File: src/rtl/wts_pkg.sv
// Shared constants, serializer state record and sample formatting for the
// wts I2S transmit path.
package wts_pkg;

  localparam int FRAME_BITS  = 32;
  localparam int SLOT_BITS   = 16;
  localparam int SAMPLE_BITS = 12;
  localparam int CNT_W       = $clog2(FRAME_BITS);
  localparam int DIV_W       = 8;

  typedef struct packed {
    logic [DIV_W-1:0]      div_cnt;
    logic [CNT_W-1:0]      bit_cnt;
    logic [FRAME_BITS-1:0] sr;
    logic                  bclk;
    logic                  lrclk;
    logic                  sdata;
    logic                  strobe;
  } tx_state_t;

  // bit_cnt parks at the last bit so the first falling toggle loads a frame.
  localparam tx_state_t TX_IDLE = '{
    div_cnt: '0,
    bit_cnt: CNT_W'(FRAME_BITS - 1),
    sr:      '0,
    bclk:    1'b0,
    lrclk:   1'b0,
    sdata:   1'b0,
    strobe:  1'b0
  };

  // Left-justify a 12-bit sample in a 16-bit slot; offset-binary input
  // gets its MSB inverted to become two's complement.
  function automatic logic [SLOT_BITS-1:0] fmt_sample(
    input logic [SAMPLE_BITS-1:0] s,
    input logic                   signed_in
  );
    return {s[SAMPLE_BITS-1] ^ ~signed_in, s[SAMPLE_BITS-2:0],
            {(SLOT_BITS - SAMPLE_BITS){1'b0}}};
  endfunction

endpackage

File: src/rtl/wts_i2s_tx_if.sv
// Sample input and I2S output bundle of the wts I2S transmitter.
interface wts_i2s_tx_if;
  import wts_pkg::*;

  logic                   enable;
  logic [SAMPLE_BITS-1:0] left_in;
  logic [SAMPLE_BITS-1:0] right_in;
  logic                   bclk;
  logic                   lrclk;
  logic                   sdata;
  logic                   sample_strobe;

  modport master (
    output enable, left_in, right_in,
    input  bclk, lrclk, sdata, sample_strobe
  );

  modport slave (
    input  enable, left_in, right_in,
    output bclk, lrclk, sdata, sample_strobe
  );

endinterface

File: src/rtl/wts_i2s_tx.sv
// I2S transmitter: divides clk down to BCLK and shifts a 32-bit stereo frame
// (16-bit left then right slot, MSB first) out on each BCLK falling edge.
module wts_i2s_tx
  import wts_pkg::*;
#(
  parameter int CLK_DIV   = 4,
  parameter int SIGNED_IN = 0
) (
  input logic         clk,
  input logic         nreset,
  wts_i2s_tx_if.slave io
);

  localparam logic [DIV_W-1:0] DIV_LAST   = DIV_W'(CLK_DIV - 1);
  localparam logic [CNT_W-1:0] BIT_LAST   = CNT_W'(FRAME_BITS - 1);
  localparam logic [CNT_W-1:0] LR_RISE    = CNT_W'(SLOT_BITS - 1);
  localparam logic             SIGNED_BIT = (SIGNED_IN != 0);

  tx_state_t             st;
  tx_state_t             st_nxt;
  logic [CNT_W-1:0]      bit_nxt;
  logic [SLOT_BITS-1:0]  fmt_l;
  logic [SLOT_BITS-1:0]  fmt_r;

  assign bit_nxt = st.bit_cnt + 1'b1;
  assign fmt_l   = fmt_sample(io.left_in, SIGNED_BIT);
  assign fmt_r   = fmt_sample(io.right_in, SIGNED_BIT);

  always_comb begin
    // NOTE: start from the held state so every path assigns every field;
    // a missed default here would infer latches.
    st_nxt        = st;
    st_nxt.strobe = 1'b0;
    if (st.div_cnt == DIV_LAST) begin
      st_nxt.div_cnt = '0;
      st_nxt.bclk    = ~st.bclk;
      // All data movement happens on the bclk 1->0 toggle, so sdata and
      // lrclk are settled a full half-period before the next rising edge.
      if (st.bclk) begin
        st_nxt.bit_cnt = bit_nxt;
        st_nxt.lrclk   = (bit_nxt >= LR_RISE) && (bit_nxt != BIT_LAST);
        if (bit_nxt == '0) begin
          st_nxt.sr     = {fmt_l, fmt_r};
          st_nxt.sdata  = fmt_l[SLOT_BITS-1];
          st_nxt.strobe = 1'b1;
        end else begin
          st_nxt.sr    = st.sr << 1;
          st_nxt.sdata = st.sr[FRAME_BITS-2];
        end
      end
    end else begin
      st_nxt.div_cnt = st.div_cnt + 1'b1;
    end
  end

  // NOTE: non-blocking assignment for all registered state, so every
  // flop samples the pre-edge value of its inputs.
  always_ff @(posedge clk or negedge nreset) begin
    if (!nreset) begin
      st <= TX_IDLE;
    end else if (!io.enable) begin
      st <= TX_IDLE;
    end else begin
      st <= st_nxt;
    end
  end

  assign io.bclk          = st.bclk;
  assign io.lrclk         = st.lrclk;
  assign io.sdata         = st.sdata;
  assign io.sample_strobe = st.strobe;

endmodule

File: src/flat_wrapper.sv
// flat-port wrapper written by rule: the top's interface ports become plain ports
module wts_i2s_tx_flat import wts_pkg::*;
#(
  parameter int CLK_DIV   = 4,
  parameter int SIGNED_IN = 0
)
  (clk, nreset, io_enable, io_left_in, io_right_in, io_bclk, io_lrclk, io_sdata, io_sample_strobe);
  wts_i2s_tx_if io_i ();
  input logic clk;
  input logic nreset;
  input wire logic [$bits(io_i.enable)-1:0] io_enable;
  input wire logic [$bits(io_i.left_in)-1:0] io_left_in;
  input wire logic [$bits(io_i.right_in)-1:0] io_right_in;
  output wire logic [$bits(io_i.bclk)-1:0] io_bclk;
  output wire logic [$bits(io_i.lrclk)-1:0] io_lrclk;
  output wire logic [$bits(io_i.sdata)-1:0] io_sdata;
  output wire logic [$bits(io_i.sample_strobe)-1:0] io_sample_strobe;
  assign io_i.enable = io_enable;
  assign io_i.left_in = io_left_in;
  assign io_i.right_in = io_right_in;
  assign io_bclk = io_i.bclk;
  assign io_lrclk = io_i.lrclk;
  assign io_sdata = io_i.sdata;
  assign io_sample_strobe = io_i.sample_strobe;
  wts_i2s_tx #(.CLK_DIV(CLK_DIV), .SIGNED_IN(SIGNED_IN)) u_core (.clk(clk), .nreset(nreset), .io(io_i));
endmodule
File: config.mk
export PLATFORM = sky130hd
export DESIGN_NAME = wts_i2s_tx_flat
export DESIGN_NICKNAME = d
export VERILOG_FILES = /design/src/rtl/wts_pkg.sv /design/src/rtl/wts_i2s_tx_if.sv /design/src/rtl/wts_i2s_tx.sv /design/src/flat_wrapper.sv
export SDC_FILE = /design/constraint.sdc
export NUM_CORES = 1
export LEC_CHECK = 0
export CAP_MARGIN = 25
export CORE_MARGIN = 2
export CORE_UTILIZATION = 43
export DETAILED_ROUTE_END_ITERATION = 7
export PLACE_DENSITY = 0.64
export SKIP_LAST_GASP = 1
export SYNTH_ARGS = -nofsm -noshare
export SYNTH_HDL_FRONTEND = slang
export SYNTH_SLANG_ARGS = --single-unit
File: constraint.sdc
create_clock -name clk -period 2 [get_ports clk]
set_input_delay 0.3 -clock clk [delete_from_list [all_inputs] [get_ports clk]]
set_output_delay 0.3 -clock clk [all_outputs]
set_load 0.1 [all_outputs]
==> report_table.html, run 1 <==
<table>
<tr><th>Metric</th><th>Value</th></tr>
<tr><th colspan="2">GRT</th></tr>
<tr><td>Sum of overflow across all layers after global routing</td><td>0</td></tr>
<tr><td>GRT met3 Usage</td><td>4.028%</td></tr>
<tr><td>GRT met1 Usage</td><td>20.37%</td></tr>
<tr><td>First-pass GRT wire length</td><td>7438 microns</td></tr>
<tr><td>Initial antenna violation count</td><td>0</td></tr>
<tr><td>Global-route met2 utilization</td><td>25.22%</td></tr>
<tr><td>Largest net degree at the start of global routing</td><td>48</td></tr>
<tr><td>Busiest metal layer after global routing</td><td>met2</td></tr>
<tr><td>Total global routing track utilization</td><td>15.75%</td></tr>
<tr><td>Via count of the first global-routing pass</td><td>1637</td></tr>
<tr><th colspan="2">Synthesis</th></tr>
<tr><td>EDFF count, synth</td><td>0</td></tr>
<tr><td>Average cell area after synthesis</td><td>10.48 sq um</td></tr>
<tr><td>Count of state elements after synthesis</td><td>47</td></tr>
<tr><td>Cells after Synth</td><td>214</td></tr>
<tr><td>Post-synth top area share</td><td>46.85%</td></tr>
<tr><td>Mapped Area</td><td>0.002243 sq mm</td></tr>
<tr><td>Post-synth net total</td><td>245</td></tr>
<tr><td>Ys flop type</td><td>dfrtp_1</td></tr>
<tr><td>Library cell occupying the most area in the post-synthesis netlist</td><td>dfrtp_1</td></tr>
<tr><td>Sequential area share after synthesis</td><td>52.70%</td></tr>
<tr><td>Commonest cells in the synthesized netlist</td><td>dfrtp_1, nand2_1, mux2i_1, o21ai_0, nor2_1</td></tr>
<tr><td>Most common cell in the synthesized netlist</td><td>dfrtp_1</td></tr>
<tr><td>Asr flop ratio synth</td><td>100.0%</td></tr>
<tr><td>Unique cell type count in the Yosys netlist</td><td>31</td></tr>
<tr><td>Count of synthesis-stage warnings from yosys</td><td>0</td></tr>
<tr><td>Top cells by area, synth</td><td>dfrtp_1, mux2i_1, dfstp_2</td></tr>
<tr><th colspan="2">CTS</th></tr>
<tr><td>Num CTS Buffers</td><td>5</td></tr>
<tr><td>Maximum clock path buffer count</td><td>2</td></tr>
<tr><td>CTS H-tree lvls</td><td>2</td></tr>
<tr><td>Number of sinks on the clock net</td><td>47</td></tr>
<tr><td>Number of gates resized after cts</td><td>0</td></tr>
<tr><td>Source-to-sink clock delay at the later pin of the worst-skew pair</td><td>0.31 ns</td></tr>
<tr><td>Master cell of the clock root buffer</td><td>clkbuf_8</td></tr>
<tr><td>CTS clk-pin slew, worst paths</td><td>0.10 ns</td></tr>
<tr><td>CTS tree</td><td>done</td></tr>
<tr><th colspan="2">Critical path</th></tr>
<tr><td>Endpoint of the lowest-slack register-to-register path</td><td>u_core.st[19]</td></tr>
<tr><td>Startpoint types</td><td>register</td></tr>
<tr><td>CP endpoint kind</td><td>register</td></tr>
<tr><td>WP data arrival</td><td>2.04 ns</td></tr>
<tr><td>Worst R2R Setup Slack</td><td>0.15 ns</td></tr>
<tr><td>Critical Path Fanout Max</td><td>31</td></tr>
<tr><td>Reg2Reg Launch Point</td><td>u_core.st[36]</td></tr>
<tr><td>Depth of the most critical reg-to-reg path</td><td>7</td></tr>
<tr><td>Startpoint-to-endpoint class of the critical path</td><td>reg -&gt; reg</td></tr>
<tr><td>Required time of the critical path</td><td>2.18 ns</td></tr>
<tr><th colspan="2">Final layout</th></tr>
<tr><td>Final instance count without filler cells</td><td>314</td></tr>
<tr><td>Proportion of layout cells with a drive suffix above 1</td><td>11.48%</td></tr>
<tr><td>Layout overhead on the synthesized area</td><td>22.31%</td></tr>
<tr><td>Diodes inserted</td><td>0</td></tr>
<tr><td>Nets@finish</td><td>274</td></tr>
<tr><td>Fill cells</td><td>506</td></tr>
<tr><td>Utilization after layout</td><td>54.07%</td></tr>
<tr><th colspan="2">Pwr</th></tr>
<tr><td>Largest voltage drop on the vdd net</td><td>0.6020 mV</td></tr>
<tr><td>Fraction of power consumed by combinational cells</td><td>11.0%</td></tr>
<tr><td>Leakage</td><td>0.001178 uW</td></tr>
<tr><td>Power density over the cells</td><td>695.7 mW/mm^2</td></tr>
<tr><td>Net Sw Frac</td><td>24.17%</td></tr>
<tr><td>Internal cell power</td><td>1448 uW</td></tr>
<tr><td>Clock power frac</td><td>38.0%</td></tr>
<tr><td>Proportion of power drawn by flip-flops and latches</td><td>51.1%</td></tr>
<tr><td>Sw Pwr</td><td>461.3 uW</td></tr>
<tr><th colspan="2">Timing</th></tr>
<tr><td>Unrepaired setup endpoints after global routing</td><td>false</td></tr>
<tr><td>Sum of negative setup slack</td><td>0 ns</td></tr>
<tr><td>Max-slew violations</td><td>0</td></tr>
<tr><td>Maximum achievable frequency</td><td>540.1 MHz</td></tr>
<tr><td>Total setup violations reported at the end of the flow</td><td>0</td></tr>
<tr><td>Worst slew pin tran</td><td>0.4633 ns</td></tr>
<tr><td>Final Hold Viols</td><td>0</td></tr>
<tr><td>Crit path time final</td><td>1.852 ns</td></tr>
<tr><td>Worst slew margin</td><td>68.83%</td></tr>
<tr><td>Period utilisation layout</td><td>92.58%</td></tr>
<tr><td>Clk_skew</td><td>0.009641 ns</td></tr>
<tr><th colspan="2">Place</th></tr>
<tr><td>Port Buffer Count</td><td>30</td></tr>
<tr><td>DP HPWL</td><td>2588 microns</td></tr>
<tr><td>Count of placed standard cells including taps</td><td>305</td></tr>
<tr><td>Routability cong.</td><td>0.7673</td></tr>
<tr><th colspan="2">Run status</th></tr>
<tr><td>Result of the run</td><td>finished clean</td></tr>
<tr><th colspan="2">Min path</th></tr>
<tr><td>Path class of the lowest-slack min-delay path</td><td>in -&gt; async</td></tr>
<tr><th colspan="2">Floorplanning</th></tr>
<tr><td>Area of the core</td><td>0.005075 sq mm</td></tr>
<tr><td>I/O pin total</td><td>31</td></tr>
<tr><td>Effective utilization at floorplan</td><td>44.21%</td></tr>
<tr><td>Floorplan die width</td><td>76.23 microns</td></tr>
<tr><td>Die Y-Extent</td><td>76.23 microns</td></tr>
<tr><td>Die area</td><td>0.005811 sq mm</td></tr>
<tr><td>Number of core rows</td><td>26</td></tr>
<tr><th colspan="2">Route</th></tr>
<tr><td>Via count</td><td>1605</td></tr>
<tr><td>Total wirelength of the detailed-routed design</td><td>4150 microns</td></tr>
<tr><td>Number of routed nets with antenna violations</td><td>0</td></tr>
<tr><td>Number of violations reported at the end of detailed-routing iteration 0</td><td>101</td></tr>
<tr><td>Number of detailed-routing iterations run before antenna repair</td><td>4</td></tr>
<tr><td>Post-detailed-route DRC marker count</td><td>0</td></tr>
<tr><td>Via density per instance</td><td>5.111</td></tr>
<tr><td>Drt wl/cell</td><td>13.22 microns</td></tr>
<tr><th colspan="2">Job</th></tr>
<tr><td>Count of max-cap constraint violations</td><td>0</td></tr>
</table>
worst max-delay path by stage:
stage                     depth (start not counted)      startpoint         endpoint
after detailed placement                          7   u_core.st[36]    u_core.st[19]
after floorplan                                   6  u_core.io.bclk  u_core.io.lrclk
after global routing                              7   u_core.st[36]     u_core.st[8]
final                                             7   u_core.st[36]    u_core.st[19]
after CTS                                         7   u_core.st[36]    u_core.st[19]
after global placement                            7   u_core.st[36]    u_core.st[19]
timing repair:
item                      in CTS  in global routing
setup buffers                  0                  0
hold buffers                   1                  0
hold endpoints to repair      42                  0
worst max-delay path, stage by stage (launching register included):
cell	delay (ns)
dfstp_2	0.62
ha_1	0.21
nand2_1	0.08
a21oi_1	0.24
o21ai_4	0.10
buf_12	0.19
mux2i_1	0.18
o21ai_0	0.10
area by class of cell:
| type | count | area, sq um | share of cell area [%] |
|---|---|---|---|
| flip-flops and latches | 47 | 1182 | 43.09 |
| multi-input cells | 149 | 968.4 | 35.29 |
| repair buffers | 37 | 377.9 | 13.77 |
| well taps | 70 | 87.58 | 3.192 |
| clock buffers | 5 | 68.82 | 2.508 |
| clock inverters | 3 | 47.55 | 1.733 |
| inverters | 3 | 11.26 | 0.4104 |
power groups by stage:
| stage | clock network [uW] | logic (uW) | registers (uW) |
|---|---|---|---|
| 2_1_floorplan | 0 | 99.4 | 1000 |
| 3_3_place_gp | 0 | 211 | 993 |
| 3_5_place_dp | 0 | 210 | 993 |
| 4_1_cts | 747 | 213 | 975 |
| 5_1_grt | 794 | 232 | 977 |
| 6_report | 725 | 209 | 975 |
through the flow:
stage          hold WS [ns]  worst slack, ns  instance area (sq um)  power (uW)
4_1_cts              0.4950           0.1378                   2744        1935
2_1_floorplan      0.004409          0.02165                   2243        1102
3_3_place_gp         0.3075           0.2183                   2618        1204
6_report             0.4875           0.1483                   2744        1909
3_5_place_dp         0.3006           0.1538                   2618        1203
5_1_grt              0.5023          0.01795                   2744        2003
routing by layer:
metal | routed length, microns | vias to the layer above
met2 | 1880 | 27
met1 | 2033 | 770
met5 | 0 | -
li1 | - | 803
met3 | 184 | 5
met4 | 52 | 0
placed cells by master, fill, tap and decap left out:
master / count
and3_1: 5
a21oi_1: 3
nor2_1: 10
dfstp_2: 5
nand2_1: 33
nor2b_2: 1
xor2_1: 7
o21ai_0: 24
mux2i_1: 24
and4_1: 1
o21ai_4: 1
nor4bb_1: 1
bufinv_16: 1
buf_2: 1
ha_1: 4
and2_1: 2
nand2_2: 1
nor4_1: 2
buf_12: 3
a21boi_0: 1
inv_1: 3
dlygate4sd3_1: 1
clkdlybuf4s50_1: 25
a32o_1: 7
clkbuf_8: 5
nand4_1: 3
o21ai_1: 7
clkinv_4: 1
nor4_2: 1
inv_6: 1
dfrtp_1: 42
nand3_1: 7
a211o_1: 1
buf_4: 7
xnor2_1: 3
cell families after synthesis:
logic type | after synthesis | share of synthesized area [%]
compound gates | 44 | 11.82
xor+xnor | 10 | 3.904
fa+ha+maj | 4 | 2.231
buf+inv | 18 | 4.462
flops | 47 | 52.71
mux | 24 | 10.71
simple gates | 67 | 14.17
sequential cells by signal (all words and copies together), names as in the netlist:
| name | cells |
|---|---|
| u_core.io.bclk | 1 |
| u_core.io.lrclk | 1 |
| u_core.io.sample_strobe | 1 |
| u_core.io.sdata | 1 |
| u_core.st | 43 |
Note: power is estimated with default switching activity, not from simulation.
==> inputs of run 2 (changes only) <==
Settings changed: CORE_UTILIZATION 43 to 45, GPL_TIMING_DRIVEN set to 0, PLACE_DENSITY 0.64 to 0.67.
==> run 2 against run 1 <==
Effect of this change:
- sequential power barely moved
- worst hold slack worse by 0.0031 ns
- clock skew fell by 0.0053 ns
- register-to-register slack is essentially flat
- global-route usage is 1.1 points higher
- clock power shrank 29%
- maximum frequency decreased by 0.72%
- flip-flop and latch count is the same
- cell count up 1.9%
- design area grew 0.68%
==> report_table.html, run 2 (synthesis results as in run 1) <==
<table>
<tr><th>Metric</th><th>Value</th></tr>
<tr><th colspan="2">Floorplanning</th></tr>
<tr><td>I/O pin total</td><td>31 (unchanged)</td></tr>
<tr><td>Floorplan die width</td><td>74.61 microns (was 76.23 microns)</td></tr>
<tr><td>Area of the core</td><td>0.004755 sq mm (was 0.005075 sq mm)</td></tr>
<tr><td>Effective utilization at floorplan</td><td>47.18% (was 44.21%)</td></tr>
<tr><td>Die area</td><td>0.005566 sq mm (was 0.005811 sq mm)</td></tr>
<tr><td>Die Y-Extent</td><td>74.61 microns (was 76.23 microns)</td></tr>
<tr><td>Number of core rows</td><td>25 (was 26)</td></tr>
<tr><th colspan="2">Final layout</th></tr>
<tr><td>Highest-count cells in the layout ignoring fill and taps</td><td>dfrtp_1, nand2_1, clkdlybuf4s50_1, mux2i_1, o21ai_0 (unchanged)</td></tr>
<tr><td>Max FFs per register</td><td>43 (unchanged)</td></tr>
<tr><td>Biggest register</td><td>u_core.st (unchanged)</td></tr>
<tr><td>Post-layout instance area</td><td>0.002763 sq mm (was 0.002744 sq mm)</td></tr>
<tr><td>Final instance count without filler cells</td><td>320 (was 314)</td></tr>
<tr><td>Nets@finish</td><td>285 (was 274)</td></tr>
<tr><td>Commonest non-fill, non-tap cell in the layout</td><td>dfrtp_1 (unchanged)</td></tr>
<tr><td>Diodes inserted</td><td>0 (unchanged)</td></tr>
<tr><td>Fill cells</td><td>406 (was 506)</td></tr>
<tr><td>Layout overhead on the synthesized area</td><td>23.15% (was 22.31%)</td></tr>
<tr><td>Utilization after layout</td><td>58.11% (was 54.07%)</td></tr>
<tr><td>Proportion of layout cells with a drive suffix above 1</td><td>12.25% (was 11.48%)</td></tr>
<tr><th colspan="2">Min path</th></tr>
<tr><td>Path class of the lowest-slack min-delay path</td><td>reg -&gt; reg (was in -&gt; async)</td></tr>
<tr><td>Worst Hold Path Cells</td><td>2</td></tr>
<tr><th colspan="2">Critical path</th></tr>
<tr><td>Start point of the critical path</td><td>u_core.io.bclk (was u_core.st[36])</td></tr>
<tr><td>Buffers and inverters on the worst path</td><td>1 (unchanged)</td></tr>
<tr><td>WP data arrival</td><td>1.57 ns (was 2.04 ns)</td></tr>
<tr><td>Critical Path Fanout Max</td><td>4 (was 31)</td></tr>
<tr><td>Number of cells on the critical path</td><td>1 (was 7)</td></tr>
<tr><td>Depth of the most critical reg-to-reg path</td><td>8 (was 7)</td></tr>
<tr><td>Startpoint-to-endpoint class of the critical path</td><td>reg -&gt; out (was reg -&gt; reg)</td></tr>
<tr><td>Startpoint types</td><td>register (unchanged)</td></tr>
<tr><td>Capturing element of the worst setup path</td><td>io_bclk (was u_core.st[19])</td></tr>
<tr><td>Reg2Reg Launch Point</td><td>u_core.st[36] (unchanged)</td></tr>
<tr><td>CP endpoint kind</td><td>output pin (was register)</td></tr>
<tr><td>Required time of the critical path</td><td>1.70 ns (was 2.18 ns)</td></tr>
<tr><td>Worst R2R Setup Slack</td><td>0.16 ns (was 0.15 ns)</td></tr>
<tr><td>Endpoint of the lowest-slack register-to-register path</td><td>u_core.st[25] (was u_core.st[19])</td></tr>
<tr><td>Series of cell instances along the critical path</td><td>dlygate4sd2_1 (was ha_1, nand2_1, a21oi_1, o21ai_4, buf_12, mux2i_1, o21ai_0)</td></tr>
<tr><td>Library cell contributing the largest single delay on the critical path</td><td>dlygate4sd2_1 (was dfstp_2)</td></tr>
<tr><td>Cell family contributing the most delay on the critical path</td><td>buffers and inverters (was flip-flops)</td></tr>
<tr><td>Worst path max stage delay</td><td>0.88 ns (was 0.62 ns)</td></tr>
<tr><th colspan="2">GRT</th></tr>
<tr><td>Global-route met2 utilization</td><td>25.27% (was 25.22%)</td></tr>
<tr><td>Total global routing track utilization</td><td>16.80% (was 15.75%)</td></tr>
<tr><td>Initial antenna violation count</td><td>0 (unchanged)</td></tr>
<tr><td>Via count of the first global-routing pass</td><td>1562 (was 1637)</td></tr>
<tr><td>Largest net degree at the start of global routing</td><td>28 (was 48)</td></tr>
<tr><td>GRT met1 Usage</td><td>24.26% (was 20.37%)</td></tr>
<tr><td>Sum of overflow across all layers after global routing</td><td>0 (unchanged)</td></tr>
<tr><td>GRT met3 Usage</td><td>4.201% (was 4.028%)</td></tr>
<tr><td>Busiest metal layer after global routing</td><td>met2 (unchanged)</td></tr>
<tr><td>First-pass GRT wire length</td><td>7141 microns (was 7438 microns)</td></tr>
<tr><th colspan="2">Route</th></tr>
<tr><td>Post-detailed-route DRC marker count</td><td>0 (unchanged)</td></tr>
<tr><td>Number of routed nets with antenna violations</td><td>0 (unchanged)</td></tr>
<tr><td>Total wirelength of the detailed-routed design</td><td>4215 microns (was 4150 microns)</td></tr>
<tr><td>Drt wl/cell</td><td>13.17 microns (was 13.22 microns)</td></tr>
<tr><td>Via count</td><td>1634 (was 1605)</td></tr>
<tr><td>Via density per instance</td><td>5.106 (was 5.111)</td></tr>
<tr><td>Number of violations reported at the end of detailed-routing iteration 0</td><td>78 (was 101)</td></tr>
<tr><td>Number of detailed-routing iterations run before antenna repair</td><td>4 (unchanged)</td></tr>
<tr><th colspan="2">Place</th></tr>
<tr><td>Count of placed standard cells including taps</td><td>312 (was 305)</td></tr>
<tr><td>Port Buffer Count</td><td>30 (unchanged)</td></tr>
<tr><td>DP HPWL</td><td>2849 microns (was 2588 microns)</td></tr>
<tr><td>Cell area after placement</td><td>0.002643 sq mm (was 0.002618 sq mm)</td></tr>
<tr><td>Routability cong.</td><td>0.8114 (was 0.7673)</td></tr>
<tr><th colspan="2">Timing</th></tr>
<tr><td>Max-slew violations</td><td>0 (unchanged)</td></tr>
<tr><td>Total setup violations reported at the end of the flow</td><td>0 (unchanged)</td></tr>
<tr><td>Worst slew margin</td><td>36.38% (was 68.83%)</td></tr>
<tr><td>Clk_skew</td><td>0.004304 ns (was 0.009641 ns)</td></tr>
<tr><td>Unrepaired setup endpoints after global routing</td><td>false (unchanged)</td></tr>
<tr><td>Maximum achievable frequency</td><td>536.2 MHz (was 540.1 MHz)</td></tr>
<tr><td>Crit path time final</td><td>1.865 ns (was 1.852 ns)</td></tr>
<tr><td>Final Hold Viols</td><td>0 (unchanged)</td></tr>
<tr><td>Worst slew pin tran</td><td>0.9581 ns (was 0.4633 ns)</td></tr>
<tr><td>Period utilisation layout</td><td>93.25% (was 92.58%)</td></tr>
<tr><td>Sum of negative setup slack</td><td>0 ns (unchanged)</td></tr>
<tr><th colspan="2">CTS</th></tr>
<tr><td>Master cell of the clock root buffer</td><td>clkbuf_8 (unchanged)</td></tr>
<tr><td>Maximum clock path buffer count</td><td>2 (unchanged)</td></tr>
<tr><td>CTS H-tree lvls</td><td>2 (unchanged)</td></tr>
<tr><td>Source-to-sink clock delay at the later pin of the worst-skew pair</td><td>0.29 ns (was 0.31 ns)</td></tr>
<tr><td>CTS tree</td><td>done (unchanged)</td></tr>
<tr><td>Number of sinks on the clock net</td><td>47 (unchanged)</td></tr>
<tr><td>Num CTS Buffers</td><td>5 (unchanged)</td></tr>
<tr><td>CTS clk-pin slew, worst paths</td><td>0.08 ns (was 0.10 ns)</td></tr>
<tr><th colspan="2">Pwr</th></tr>
<tr><td>Largest voltage drop on the vdd net</td><td>0.4457 mV (was 0.6020 mV)</td></tr>
<tr><td>Leakage</td><td>0.001209 uW (was 0.001178 uW)</td></tr>
<tr><td>Power density over the cells</td><td>618.5 mW/mm^2 (was 695.7 mW/mm^2)</td></tr>
<tr><th colspan="2">Job</th></tr>
<tr><td>Count of max-cap constraint violations</td><td>0 (unchanged)</td></tr>
<tr><th colspan="2">Run status</th></tr>
<tr><td>Result of the run</td><td>finished clean (unchanged)</td></tr>
</table>
[run 2: cell count changes in the layout (fill, tap and decap cells not counted), sizes merged]
cell,before,now
clkbuf,5,10
inv,4,3
buf,11,14
bufinv,1,0
dlygate4sd2,0,4
clkinv,1,0
[run 2: worst min path at each step]
stage | from | end | slack, ns
finish | u_core.st[26] | u_core.st[26] | 0.48
global route | u_core.st[34] | u_core.st[34] | 0.51
CTS | u_core.st[34] | u_core.st[34] | 0.49
detailed placement | nreset | u_core.st[12] | 0.30
global placement | u_core.st[34] | u_core.st[34] | 0.46
floorplan | nreset | u_core.io.bclk | 0.004
[run 2: cell type report]
| type | count | area, sq um | area share (%) |
|---|---|---|---|
| Multi-Input combinational cell | 149 | 982.2 | 35.55 |
| Sequential cell | 47 | 1182 | 42.80 |
| Tap cell | 67 | 83.83 | 3.034 |
| Timing Repair Buffer | 34 | 332.8 | 12.05 |
| Inverter | 3 | 11.26 | 0.4076 |
| Buffer | 14 | 97.59 | 3.533 |
| Clock buffer | 6 | 72.57 | 2.627 |
[run 2: layer usage]
metal | vias to the layer above | wire length (microns) | share of wire (%)
li1 | 823 | - | -
met1 | 777 | 2120 | 50
met2 | 28 | 1863 | 44
met3 | 6 | 178 | 4.2
met4 | 0 | 52 | 1.2
met5 | - | 0 | 0
[run 2: report_power, final]
| group | switching, uW | leakage, uW | internal (uW) |
|---|---|---|---|
| logic | 106 | 0.000535 | 111 |
| clock network | 284 | 0.0000371 | 233 |
| registers | 12.8 | 0.000637 | 962 |
[run 2: worst register-to-register path, cell delays in order, from the launching register on]
cell and delay [ns]:
dfstp_2 0.57, clkbuf_2 0.19, a211o_1 0.14, a21oi_1 0.07, o21ai_2 0.10, buf_4 0.16
buf_2 0.21, mux2i_1 0.20, o21ai_0 0.09
[run 2: through the flow]
step | hold WS [ns] | power, uW | setup slack [ns]
2_1_floorplan | 0.004409 | 1102 | 0.02165
3_3_place_gp | 0.4611 | 1198 | -0.7147
3_5_place_dp | 0.2956 | 1202 | -0.07244
4_1_cts | 0.4887 | 1733 | 0.01015
5_1_grt | 0.5083 | 1801 | 0.004374
6_report | 0.4844 | 1709 | 0.1350
[run 2: what timing repair did]
| action | in CTS | in global routing |
|---|---|---|
| pin swaps | 0 | 1 |
| setup endpoints to repair | 14 | 29 |
| endpoints found under the hold margin | 20 | 0 |
| setup buffers | 0 | 1 |
| hold buffers | 1 | 0 |
| gates resized for setup | 5 | 8 |
| gates cloned | 0 | 1 |
